[src/rtl/boot_loader_ctrl_pkg.sv]
// boot_loader_ctrl_pkg: loader FSM states, header layout, targets and error codes.
// Shared by boot_loader_ctrl (feature macro BOOT_LOADER_CHECKSUM_EN).
package boot_loader_ctrl_pkg;

    localparam int LDR_DATA_WIDTH = 32;

    localparam int HDR_TGT_BIT  = 31;
    localparam int HDR_BASE_LSB = 16;
    localparam int HDR_CNT_LSB  = 0;
    localparam int HDR_CNT_W    = 16;

    localparam logic TGT_IMEM = 1'b0;
    localparam logic TGT_DMEM = 1'b1;

    typedef enum logic [1:0] {
        ERR_NONE     = 2'd0,
        ERR_MISALIGN = 2'd1,
        ERR_OVERFLOW = 2'd2,
        ERR_CHECKSUM = 2'd3
    } err_code_t;

    typedef enum logic [2:0] {
        ST_IDLE    = 3'd0,
        ST_HDR     = 3'd1,
        ST_PAY     = 3'd2,
        ST_CSUM    = 3'd3,
        ST_RELEASE = 3'd4,
        ST_DONE    = 3'd5,
        ST_ERROR   = 3'd6
    } ldr_state_t;

    // First byte past a segment of cnt words starting at base.
    function automatic logic [31:0] seg_end(
        input logic [31:0]          base,
        input logic [HDR_CNT_W-1:0] cnt
    );
        return base + {14'd0, cnt, 2'b00};
    endfunction

endpackage

[src/rtl/boot_loader_ctrl_checksum.sv]
// boot_checksum: wrapping sum of payload words, compared against the trailing word.
// Only built when BOOT_LOADER_CHECKSUM_EN is defined.
`ifdef BOOT_LOADER_CHECKSUM_EN
module boot_checksum #(
    parameter int DATA_WIDTH = 32
) (
    input  logic                  clk,
    input  logic                  rst,
    input  logic                  clear,
    input  logic                  acc,
    input  logic [DATA_WIDTH-1:0] data,
    output logic                  match
);

    logic [DATA_WIDTH-1:0] sum;

    always_ff @(posedge clk) begin
        if (rst || clear) begin
            sum <= '0;
        end else if (acc) begin
            sum <= sum + data;
        end
    end

    assign match = (sum == data);

endmodule
`endif

[src/rtl/boot_loader_ctrl.sv]
// boot_loader_ctrl: streams segment images into IMEM/DMEM and holds the core until loaded.
// Optional trailing checksum word: define BOOT_LOADER_CHECKSUM_EN.
module boot_loader_ctrl
    import boot_loader_ctrl_pkg::*;
#(
    parameter int ADDR_WIDTH    = 10,
    parameter int DATA_WIDTH    = LDR_DATA_WIDTH,
    parameter int RELEASE_DELAY = 2
) (
    input  logic                  clk,
    input  logic                  rst,
    input  logic                  start,
    input  logic [DATA_WIDTH-1:0] s_data,
    input  logic                  s_valid,
    output logic                  s_ready,
    output logic [ADDR_WIDTH-1:0] imem_w_addr,
    output logic [DATA_WIDTH-1:0] imem_w_dat,
    output logic                  imem_w_enb,
    output logic [ADDR_WIDTH-1:0] dmem_w_addr,
    output logic [DATA_WIDTH-1:0] dmem_w_dat,
    output logic                  dmem_w_enb,
    output logic                  dmem_init_done,
    output logic                  cpu_rst,
    output logic                  cpu_stall,
    output logic                  cpu_run,
    output logic                  busy,
    output logic                  done,
    output logic                  err,
    output logic [1:0]            err_code
);

    localparam int REL_W = (RELEASE_DELAY > 1) ? $clog2(RELEASE_DELAY) : 1;
    localparam logic [31:0] MEM_BYTES = 32'(1) << ADDR_WIDTH;

    ldr_state_t state;
    ldr_state_t state_nxt;

    logic                  hs;
    logic [ADDR_WIDTH-1:0] hdr_base;
    logic [HDR_CNT_W-1:0]  hdr_cnt;
    logic                  hdr_tgt;
    logic                  hdr_misal;
    logic                  hdr_ovf;

    logic                  start_ok;
    logic                  hdr_take;
    logic                  pay_take;
    logic                  err_load;
    err_code_t             err_nxt;
    logic                  rel_load;

    logic                  tgt;
    logic [ADDR_WIDTH-1:0] addr;
    logic [HDR_CNT_W-1:0]  cnt;
    logic [REL_W-1:0]      rel_cnt;
    err_code_t             err_q;

    logic                  wr_imem;
    logic                  wr_dmem;
    logic [ADDR_WIDTH-1:0] wr_addr;
    logic [DATA_WIDTH-1:0] wr_dat;

    assign hs        = s_valid & s_ready;
    assign hdr_base  = s_data[HDR_BASE_LSB +: ADDR_WIDTH];
    assign hdr_cnt   = s_data[HDR_CNT_LSB +: HDR_CNT_W];
    assign hdr_tgt   = s_data[HDR_TGT_BIT];
    assign hdr_misal = |hdr_base[1:0];
    assign hdr_ovf   = seg_end(32'(hdr_base), hdr_cnt) > MEM_BYTES;

`ifdef BOOT_LOADER_CHECKSUM_EN
    logic csum_ok;

    boot_checksum #(
        .DATA_WIDTH (DATA_WIDTH)
    ) u_csum (
        .clk   (clk),
        .rst   (rst),
        .clear (start_ok),
        .acc   (pay_take),
        .data  (s_data),
        .match (csum_ok)
    );
`endif

    always_ff @(posedge clk) begin
        if (rst) begin
            state <= ST_IDLE;
        end else begin
            state <= state_nxt;
        end
    end

    always_comb begin
        state_nxt      = state;
        start_ok       = 1'b0;
        hdr_take       = 1'b0;
        pay_take       = 1'b0;
        err_load       = 1'b0;
        err_nxt        = ERR_NONE;
        s_ready        = 1'b0;
        busy           = 1'b0;
        done           = 1'b0;
        err            = 1'b0;
        cpu_rst        = 1'b1;
        cpu_stall      = 1'b1;
        cpu_run        = 1'b0;
        dmem_init_done = 1'b0;

        unique case (state)
            ST_IDLE: begin
                if (start) begin
                    start_ok  = 1'b1;
                    state_nxt = ST_HDR;
                end
            end
            ST_HDR: begin
                s_ready = 1'b1;
                busy    = 1'b1;
                if (hs) begin
                    if (hdr_misal) begin
                        err_load  = 1'b1;
                        err_nxt   = ERR_MISALIGN;
                        state_nxt = ST_ERROR;
                    end else if (hdr_ovf) begin
                        err_load  = 1'b1;
                        err_nxt   = ERR_OVERFLOW;
                        state_nxt = ST_ERROR;
                    end else if (hdr_cnt == '0) begin
`ifdef BOOT_LOADER_CHECKSUM_EN
                        state_nxt = ST_CSUM;
`else
                        state_nxt = ST_RELEASE;
`endif
                    end else begin
                        hdr_take  = 1'b1;
                        state_nxt = ST_PAY;
                    end
                end
            end
            ST_PAY: begin
                s_ready = 1'b1;
                busy    = 1'b1;
                if (hs) begin
                    pay_take = 1'b1;
                    if (cnt == HDR_CNT_W'(1)) begin
                        state_nxt = ST_HDR;
                    end
                end
            end
`ifdef BOOT_LOADER_CHECKSUM_EN
            ST_CSUM: begin
                s_ready = 1'b1;
                busy    = 1'b1;
                if (hs) begin
                    if (csum_ok) begin
                        state_nxt = ST_RELEASE;
                    end else begin
                        err_load  = 1'b1;
                        err_nxt   = ERR_CHECKSUM;
                        state_nxt = ST_ERROR;
                    end
                end
            end
`endif
            ST_RELEASE: begin
                busy = 1'b1;
                if (rel_cnt == '0) begin
                    state_nxt = ST_DONE;
                end
            end
            ST_DONE: begin
                done           = 1'b1;
                cpu_rst        = 1'b0;
                cpu_stall      = 1'b0;
                cpu_run        = 1'b1;
                dmem_init_done = 1'b1;
                if (start) begin
                    start_ok  = 1'b1;
                    state_nxt = ST_HDR;
                end
            end
            ST_ERROR: begin
                err = 1'b1;
                if (start) begin
                    start_ok  = 1'b1;
                    state_nxt = ST_HDR;
                end
            end
            default: begin
                state_nxt = ST_IDLE;
            end
        endcase

        rel_load = (state_nxt == ST_RELEASE) && (state != ST_RELEASE);
    end

    // Write strobes are registered: one pulse the cycle after each payload handshake.
    always_ff @(posedge clk) begin
        if (rst) begin
            tgt     <= TGT_IMEM;
            addr    <= '0;
            cnt     <= '0;
            rel_cnt <= '0;
            err_q   <= ERR_NONE;
            wr_imem <= 1'b0;
            wr_dmem <= 1'b0;
            wr_addr <= '0;
            wr_dat  <= '0;
        end else begin
            wr_imem <= pay_take & (tgt == TGT_IMEM);
            wr_dmem <= pay_take & (tgt == TGT_DMEM);
            if (pay_take) begin
                wr_addr <= addr;
                wr_dat  <= s_data;
                addr    <= addr + ADDR_WIDTH'(4);
                cnt     <= cnt - HDR_CNT_W'(1);
            end
            if (hdr_take) begin
                tgt  <= hdr_tgt;
                addr <= hdr_base;
                cnt  <= hdr_cnt;
            end
            if (start_ok) begin
                err_q <= ERR_NONE;
            end else if (err_load) begin
                err_q <= err_nxt;
            end
            if (rel_load) begin
                rel_cnt <= REL_W'(RELEASE_DELAY - 1);
            end else if ((state == ST_RELEASE) && (rel_cnt != '0)) begin
                rel_cnt <= rel_cnt - REL_W'(1);
            end
        end
    end

    assign imem_w_addr = wr_addr;
    assign imem_w_dat  = wr_dat;
    assign imem_w_enb  = wr_imem;
    assign dmem_w_addr = wr_addr;
    assign dmem_w_dat  = wr_dat;
    assign dmem_w_enb  = wr_dmem;
    assign err_code    = err_q;

endmodule

[config.mk]
export PLATFORM = sky130hd
export DESIGN_NAME = boot_loader_ctrl
export DESIGN_NICKNAME = d
export VERILOG_FILES = /design/src/rtl/boot_loader_ctrl_pkg.sv /design/src/rtl/boot_loader_ctrl_checksum.sv /design/src/rtl/boot_loader_ctrl.sv
export SDC_FILE = /design/constraint.sdc
export NUM_CORES = 1
export LEC_CHECK = 0
export ABC_CLOCK_PERIOD_IN_PS = 4700
export CORE_ASPECT_RATIO = 0.7
export CORE_MARGIN = 5
export CORE_UTILIZATION = 52
export CTS_BUF_LIST = sky130_fd_sc_hd__clkbuf_8
export DETAILED_ROUTE_END_ITERATION = 16
export PLACE_DENSITY_LB_ADDON = 0.3
export SLEW_MARGIN = 20
export SYNTH_ARGS = -nofsm -noshare
export SYNTH_HDL_FRONTEND = slang
export SYNTH_SLANG_ARGS = --single-unit
[constraint.sdc]
create_clock -name clk -period 4.7 [get_ports clk]
set_input_delay 0.94 -clock clk [delete_from_list [all_inputs] [get_ports clk]]
set_output_delay 0.94 -clock clk [all_outputs]
set_load 0.02 [all_outputs]
# Yosys cells after proc, flatten, opt, wreduce, memory -nomap -nowiden
# Cells that the tools add are included.
totals:
  input_bits: 36
  reg_bits: 77
  wordCells: 75
op_classes:
  n_eq_ne: 8
  n_mux: 37
  n_addsub: 4
  n_lt_le_gt_ge: 1
  reduce_logical: 11
  bitwise: 4
ops:
  columns: ["operator", "n"]
  rows:
  - ["$mux 16", 2]
  - ["$mux 3", 8]
  - ["$mux 1", 20]
  - ["$mux 10", 2]
  - ["$add 10x18->19", 1]
  - ["$gt 19x11->1 const B", 1]
  - ["$eq 16x1->1 const B", 1]
  - ["$logic_not 16->1", 1]
  - ["$sub 16x1->16 const B", 1]
  - ["$eq 3x3->1 const B", 4]
  - ["$pmux 3 s4", 1]
  - ["$add 10x3->10 const B", 1]
  - ["$mux 2", 4]
  - ["$reduce_or 2->1", 3]
  - ["$reduce_or 3->1", 2]
  - ["$reduce_bool 2->1", 2]
  - ["$and 1x1->1", 3]
  - ["$eq 3x1->1 const B", 1]
  - ["$eq 3x2->1 const B", 1]
  - ["$logic_not 3->1", 1]
  - ["$ne 3x3->1 const B", 1]
  - ["$logic_and 1x1->1", 2]
  - ["$not 1->1", 1]
  - ["$sub 1x1->1 const B", 1]

# Depth between registers and ports, before layout
# Gate-level depths: netlist of run 1.
depth:
  ltp_word: 9
  mapped_depth: 12

# Worst setup path before layout of run 1
# Ideal clock, no wire load.
synth_path:
  kind: "in2reg"
  from: "input port s_data[0]"
  to: "register cnt[11]"
  arrival_time_ps: 3247
  slack_ps: 1358
  n_path_buf: 1
  cell_stages: 11
  setup_ps: 95
  path_cell_list: "ha_1 -> fa_1 -> a211oi_2 -> o21ai_1 -> a221o_1 -> xnor2_1 -> o41ai_2 -> nand4b_1 -> buf_4 -> nand2_1 -> a221oi_1"
synth_between:
  elab_chain_len: 7
  elab_cells_between_ends: 10
  classes_between: "add/sub: 1; order compare: 1; mux: 6; reduce/logical: 2"
synth_lines:
  columns: ["item", "line_no", "source"]
  rows:
  - ["from (decl)", "boot_loader_ctrl.sv:13", "input logic [DATA_WIDTH-1:0] s_data,"]
  - ["$add 10x18->19 / $logic_not 16->1 (equally long branches)", "boot_loader_ctrl_pkg.sv:37, boot_loader_ctrl.sv:128", null]
  - ["$gt 19x11->1 / $mux 1 (equally long branches)", "boot_loader_ctrl.sv:68, boot_loader_ctrl.sv:128", null]
  - ["$mux 1 *", "boot_loader_ctrl.sv:124", "end else if (hdr_ovf) begin"]
  - ["$mux 1 *", "boot_loader_ctrl.sv:120", "if (hdr_misal) begin"]
  - ["$mux 1 *", "boot_loader_ctrl.sv:119", "if (hs) begin"]
  - ["$mux 1 *", "boot_loader_ctrl.sv:109", "unique case (state)"]
  - ["$mux 16 / $reduce_bool 2->1 (equally long branches)", null, null]
  - ["to (signal assigned)", "boot_loader_ctrl.sv:216", "cnt <= cnt - HDR_CNT_W'(1);"]
  - ["to (signal assigned)", "boot_loader_ctrl.sv:221", "cnt <= hdr_cnt;"]
  - ["to (decl)", "boot_loader_ctrl.sv:54", "logic [HDR_CNT_W-1:0] cnt;"]
# Every way passes the cells marked *; elsewhere a longest branch is shown, timed or not.
# A chain may end at the register's enable or synchronous reset.

# Worst setup path in the final report of run 1
layout_path:
  from: "input port s_data[0]"
  to: "register cnt[12]"
# Same word-level chain as after synthesis.

==> out/qor.yml, run 1 <==
viasPerCell: 5.54
numCtsBuffers: 9
io_pins: 132
met2_usage_pct: 37.1
final_core_util_pct: 68.8
worst_slew_pin_slew_ns: 1.06
vias: 3855
crit_fanout: 38
rows: 27
track_usage_pct: 23.0
crit_end: "cnt[12]"
layout.nets: 638
area_growth_pct: 29.3
grt_pass1_vias: 3808
cts_hold_buf: 0
place_ws_ns: 0.401
mostFrequentLayoutCell: "clkdlybuf4s50_1"
ys_warn_count: 0
regToRegSetupSlack_ns: 2.22
fin_skew_ns: 0.00889
finalHoldViolCount: 0
vdd_drop_max_uv: 192
rsz0062_at_grt: "no"
cp.required_ns: 4.95
grt_max_degree: 55
drt_iter0_drc: 369
syn_avg_cell_area_um2: 8.08
cts.clk_slew.worst_paths_ns: 0.08
core_area_um2: 7840
post-cts-setup-buffers: 0
dp_hpwl_um: 8330
cts.sinks: 77
fmax_ghz: 0.252
overflow: 0
initial_utilization_pct: 53.2
grtUsageMet1_pct: 30.9
cts_tree: "built"
drv_slew: 0
synthesis.nets: 564
synthCells: 516
syn_area_um2: 4170
synth-seq-cells: 77
globalRoute.busiestLayer: "met2"
holdWs_ns: 0.470
fillers: 667
setup_ws_ns: 0.734
fin_crit_ns: 3.97
n_antenna_cell: 0
synth_ff_type: "dfxtp_1"
synth_cell_type_count: 63
startpoint: "s_data[0]"
port_buffers: 131
antenna_left: 0
clkLatencyLatePin_ns: 0.35
routed_wl_um: 11300
regToRegStartpoint: "state[0]"
ys_seq_area_share_pct: 37.0
worst_setup_path_start_kind: "primary input"
antenna_found_initial: 0
cp.arrival_ns: 4.21
layout.cells.non_filler: 696
cts.htree.levels: 3
hold_path.class: "flop to flop"
dieArea_um2: 9940
run_status: "finished clean"
rr_worst_depth: 7
firstDrtPassIters: 4
synth_edf_count: 0
chipWidth_um: 117
drcViolationCount: 0
die_h_um: 84.9
finalSetupViolCount: 0
setup_tns_ns: 0
dp_cells: 680
power_density_nw_per_um2: 275
grt_pass1_wl_um: 18600
multiInputGateArea_um2: 2130
crit_type: "primary input to flop"
cp-end-kind: "flop"
drive_above_1_share_pct: 7.56
relSlewSlack_pct: 29.4
async_flop_share_pct: 0
cts.path.max_buffers: 2
drv_cap: 0
reg2reg_to: "addr[8]"
root_buffer: "clkbuf_8"
finalCritPeriodShare_pct: 84.4
gp_congestion: 0.927
met3_usage_pct: 6.06
wire_per_inst_um: 16.3
cts-resized-gates: 0
regArea_um2: 1540
layout_common_cells: "130 x clkdlybuf4s50_1, 105 x nand2_1, 77 x dfxtp_1"
leakagePower_nw: 1.90
-- layout make-up --
cell class                      instances  share of cell area [%]
Inverter                               14                   0.974
Timing Repair Buffer                  134                    24.9
Sequential cell                        77                    28.6
Clock inverter                          7                    1.41
Clock buffer                            9                    2.30
Multi-Input combinational cell        354                    39.5
Tap cell                              101                    2.34
-- metrics by stage --
step	cell area, µm²	total power, mW
floorplan	4170	0.883
global placement	5190	0.982
detailed placement	5190	0.992
CTS	5400	1.49
global route	5400	1.55
finish	5400	1.49
-- how the worst min path moves through the flow --
stage	startpoint	end	slack, ns	cells past startpoint
finish	rel_cnt	rel_cnt	0.47	2
global route	dmem_w_dat[4]	dmem_w_dat[4]	0.50	2
CTS	rel_cnt	rel_cnt	0.47	2
detailed placement	rel_cnt	rel_cnt	0.45	2
global placement	rel_cnt	rel_cnt	0.44	2
floorplan	tgt	imem_w_enb	0.42	1
-- sequential cells by signal (all words and copies together), names as in the netlist --
register and flops:
tgt 1, dmem_w_dat 32, imem_w_enb 1, err_code 2, addr 10, cnt 16
dmem_w_addr 10, dmem_w_enb 1, state 3, rel_cnt 1
-- worst max-delay path, cell delays in order --
cell             delay [ns]
clkdlybuf4s50_1        0.49
ha_1                   0.28
fa_1                   0.42
a211oi_2               0.30
o21ai_1                0.14
a221o_1                0.39
xnor2_1                0.19
o41ai_2                0.13
nand4b_1               0.18
buf_12                 0.24
nand2_1                0.16
a311oi_1               0.35
-- synthesized netlist by cell type, types with 2 or more instances --
cell,number,share of area [%]
nor3b_1,4,0.72
clkbuf_1,22,2.0
xor2_1,14,2.9
and3_1,3,0.45
ha_1,11,3.3
nand4b_1,3,0.63
a21o_1,3,0.54
a21oi_1,57,6.8
or2_1,2,0.30
a211oi_2,12,3.6
or3_1,2,0.30
dfxtp_1,77,37
nand3_1,12,1.4
buf_4,47,8.5
inv_1,13,1.2
a211oi_1,4,0.72
o31ai_1,2,0.36
and2_1,2,0.30
o41ai_2,2,0.78
mux2i_1,3,0.72
o21a_1,2,0.36
nand4_1,5,0.75
xnor2_1,6,1.3
nand2_1,105,9.4
a2bb2oi_1,3,0.63
nor3_1,7,0.84
nor4_1,5,0.75
o21ai_0,5,0.60
a311oi_1,4,0.84
nand2b_1,4,0.60
or2_2,2,0.30
nor2_1,37,3.3
a31oi_1,5,0.75
o211ai_1,2,0.36
-- layer usage --
metal | wire length, µm | up-vias | part of all wire [%]
li1 | - | 1882 | -
met1 | 5040 | 1828 | 44
met2 | 5410 | 134 | 48
met3 | 804 | 11 | 7.1
met4 | 95 | 0 | 0.84
met5 | 0 | - | 0
-- power breakdown --
group	total [mW]	internal, mW	switching (mW)
clock	0.505	0.247	0.258
combinational	0.292	0.126	0.166
sequential	0.688	0.669	0.0183
total	1.49	1.04	0.443
-- cell families after synthesis --
group           after synthesis  synth area share [%]
xor+xnor                     20                  4.20
flops                        77                  37.0
fa+ha+maj                    13                  4.02
compound gates              118                  20.4
mux                           4                 0.990
simple gates                199                  21.3
buf+inv                      85                  12.1
Power figures use the tool's default switching activity.
==> run 2, diff against run 1 <==
- ABC_CLOCK_PERIOD_IN_PS: 4700 -> 3800
- CORE_UTILIZATION: 52 -> 48
- clock period: 4.7 -> 3.8 ns (I/O delays scaled with it)
==> out/qor.yml, run 2 (synthesized netlist as in run 1, its figures left out) <==
chipWidth_um: 121
fin_skew_ns: 0.0111
track_usage_pct: 21.6
gp_congestion: 0.849
root_buffer: "clkbuf_8"
relSlewSlack_pct: 61.5
initial_utilization_pct: 49.2
layout.nets: 648
drv_slew: 0
finalCritPeriodShare_pct: 92.9
dp_hpwl_um: 8380
setup_ws_ns: 0.271
firstDrtPassIters: 5
power_mw: 1.90
finalSetupViolCount: 0
cts_tree: "built"
dieArea_um2: 10700
n_antenna_cell: 0
finalHoldViolCount: 0
vdd_drop_max_uv: 197
place_ws_ns: -0.0774
cp_slowest_cell: "clkdlybuf4s50_1"
leakagePower_nw: 1.96
vias: 3925
met2_usage_pct: 34.0
io_pins: 132
wire_per_inst_um: 15.6
crit_type: "primary input to flop"
cts-resized-gates: 0
layout_common_cells: "130 x clkdlybuf4s50_1, 105 x nand2_1, 77 x dfxtp_1"
cp-end-kind: "flop"
cts.htree.levels: 3
cp.required_ns: 4.10
mostFrequentLayoutCell: "clkdlybuf4s50_1"
cp.arrival_ns: 3.83
stdcell_area_um2: 5510
crit_fanout: 37
clkLatencyLatePin_ns: 0.37
run_status: "finished clean"
post-cts-setup-buffers: 0
slowest_delay_ns: 0.49
cts_hold_buf: 0
overflow: 0
viasPerCell: 5.41
rows: 28
drcViolationCount: 0
numCtsBuffers: 9
cts.path.max_buffers: 2
drv_cap: 0
grt_pass1_vias: 3749
core_area_um2: 8480
largest_reg_flops: 32
grt_max_degree: 48
power_density_nw_per_um2: 345
routed_wl_um: 11300
drt_iter0_drc: 239
rsz0062_at_grt: "no"
met3_usage_pct: 7.42
place_area_um2: 5290
hold_path.class: "flop to flop"
drive_above_1_share_pct: 8.93
fmax_ghz: 0.283
worstPathCellList: "clkdlybuf4s50_1, ha_1, fa_1, a211oi_2, o21ai_1, xnor2_1, nand4_1, o41ai_2, nand4b_1, buf_12, o2bb2a_4, a21oi_2"
die_h_um: 88.0
area_growth_pct: 32.1
cts.sinks: 77
worst_setup_path_start_kind: "primary input"
worst_slew_pin_slew_ns: 0.578
antenna_left: 0
globalRoute.busiestLayer: "met2"
fin_crit_ns: 3.53
grt_pass1_wl_um: 18400
grtUsageMet1_pct: 29.0
port_buffers: 131
cts.clk_slew.worst_paths_ns: 0.08
antenna_found_initial: 0
run 2: cell types whose count changed in the layout (fill, tap and decap cells not counted):
| cell | before | now |
|---|---|---|
| bufinv_16 | 1 | 2 |
| clkinv_4 | 3 | 2 |
| clkinv_2 | 1 | 2 |
| clkinvlp_4 | 2 | 0 |
| buf_4 | 2 | 12 |
| inv_1 | 13 | 14 |
run 2: final cells by class:
type	count	area (µm²)
Tap cell	120	150
Clock buffer	9	124
Sequential cell	77	1540
Multi-Input combinational cell	354	2130
Timing Repair Buffer	144	1420
Inverter	14	52.6
Clock inverter	7	91.3
Fill cell	731	2970
run 2: power breakdown:
group | switching [mW] | internal [mW] | total [mW] | leakage (nW)
logic | 0.205 | 0.162 | 0.367 | 1.23
registers | 0.0229 | 0.828 | 0.851 | 0.622
clock network | 0.314 | 0.367 | 0.682 | 0.114
total | 0.542 | 1.36 | 1.90 | 1.96
run 2: path summary, 6_finish.rpt:
path	from	end	slack, ns	cells past startpoint
max reg2reg	state[0]	addr[3]	1.49	8
min reg2reg	addr[9]	dmem_w_addr[9]	0.46	2
max	s_data[0]	addr[3]	0.27	12
min	addr[9]	dmem_w_addr[9]	0.46	2
run 2: routing by layer:
metal  vias to the layer above  wire length, µm
li1                       1911                -
met1                      1869             5450
met2                       137             5000
met3                         8              816
met4                         0               73
met5                         -                0
run 2: stage by stage:
step / hold WS [ns] / TNS, ns / instances / util [%]
floorplan: 0.416 / 0 / 516 / -
finish: 0.462 / 0 / 725 / 65.0
global route: 0.484 / 0 / 725 / 65.0
detailed placement: 0.448 / -0.438 / 709 / 62.4
CTS: 0.461 / 0 / 725 / 65.0
global placement: 0.440 / 0 / 709 / 62.4
run 2: critical path: cells and delay by family:
| family | cells | cell delay [ns] |
|---|---|---|
| compound gates | 5 | 1.11 |
| xor+xnor | 1 | 0.18 |
| fa+ha+maj | 2 | 0.67 |
| buf+inv | 2 | 0.73 |
| simple gates | 2 | 0.37 |
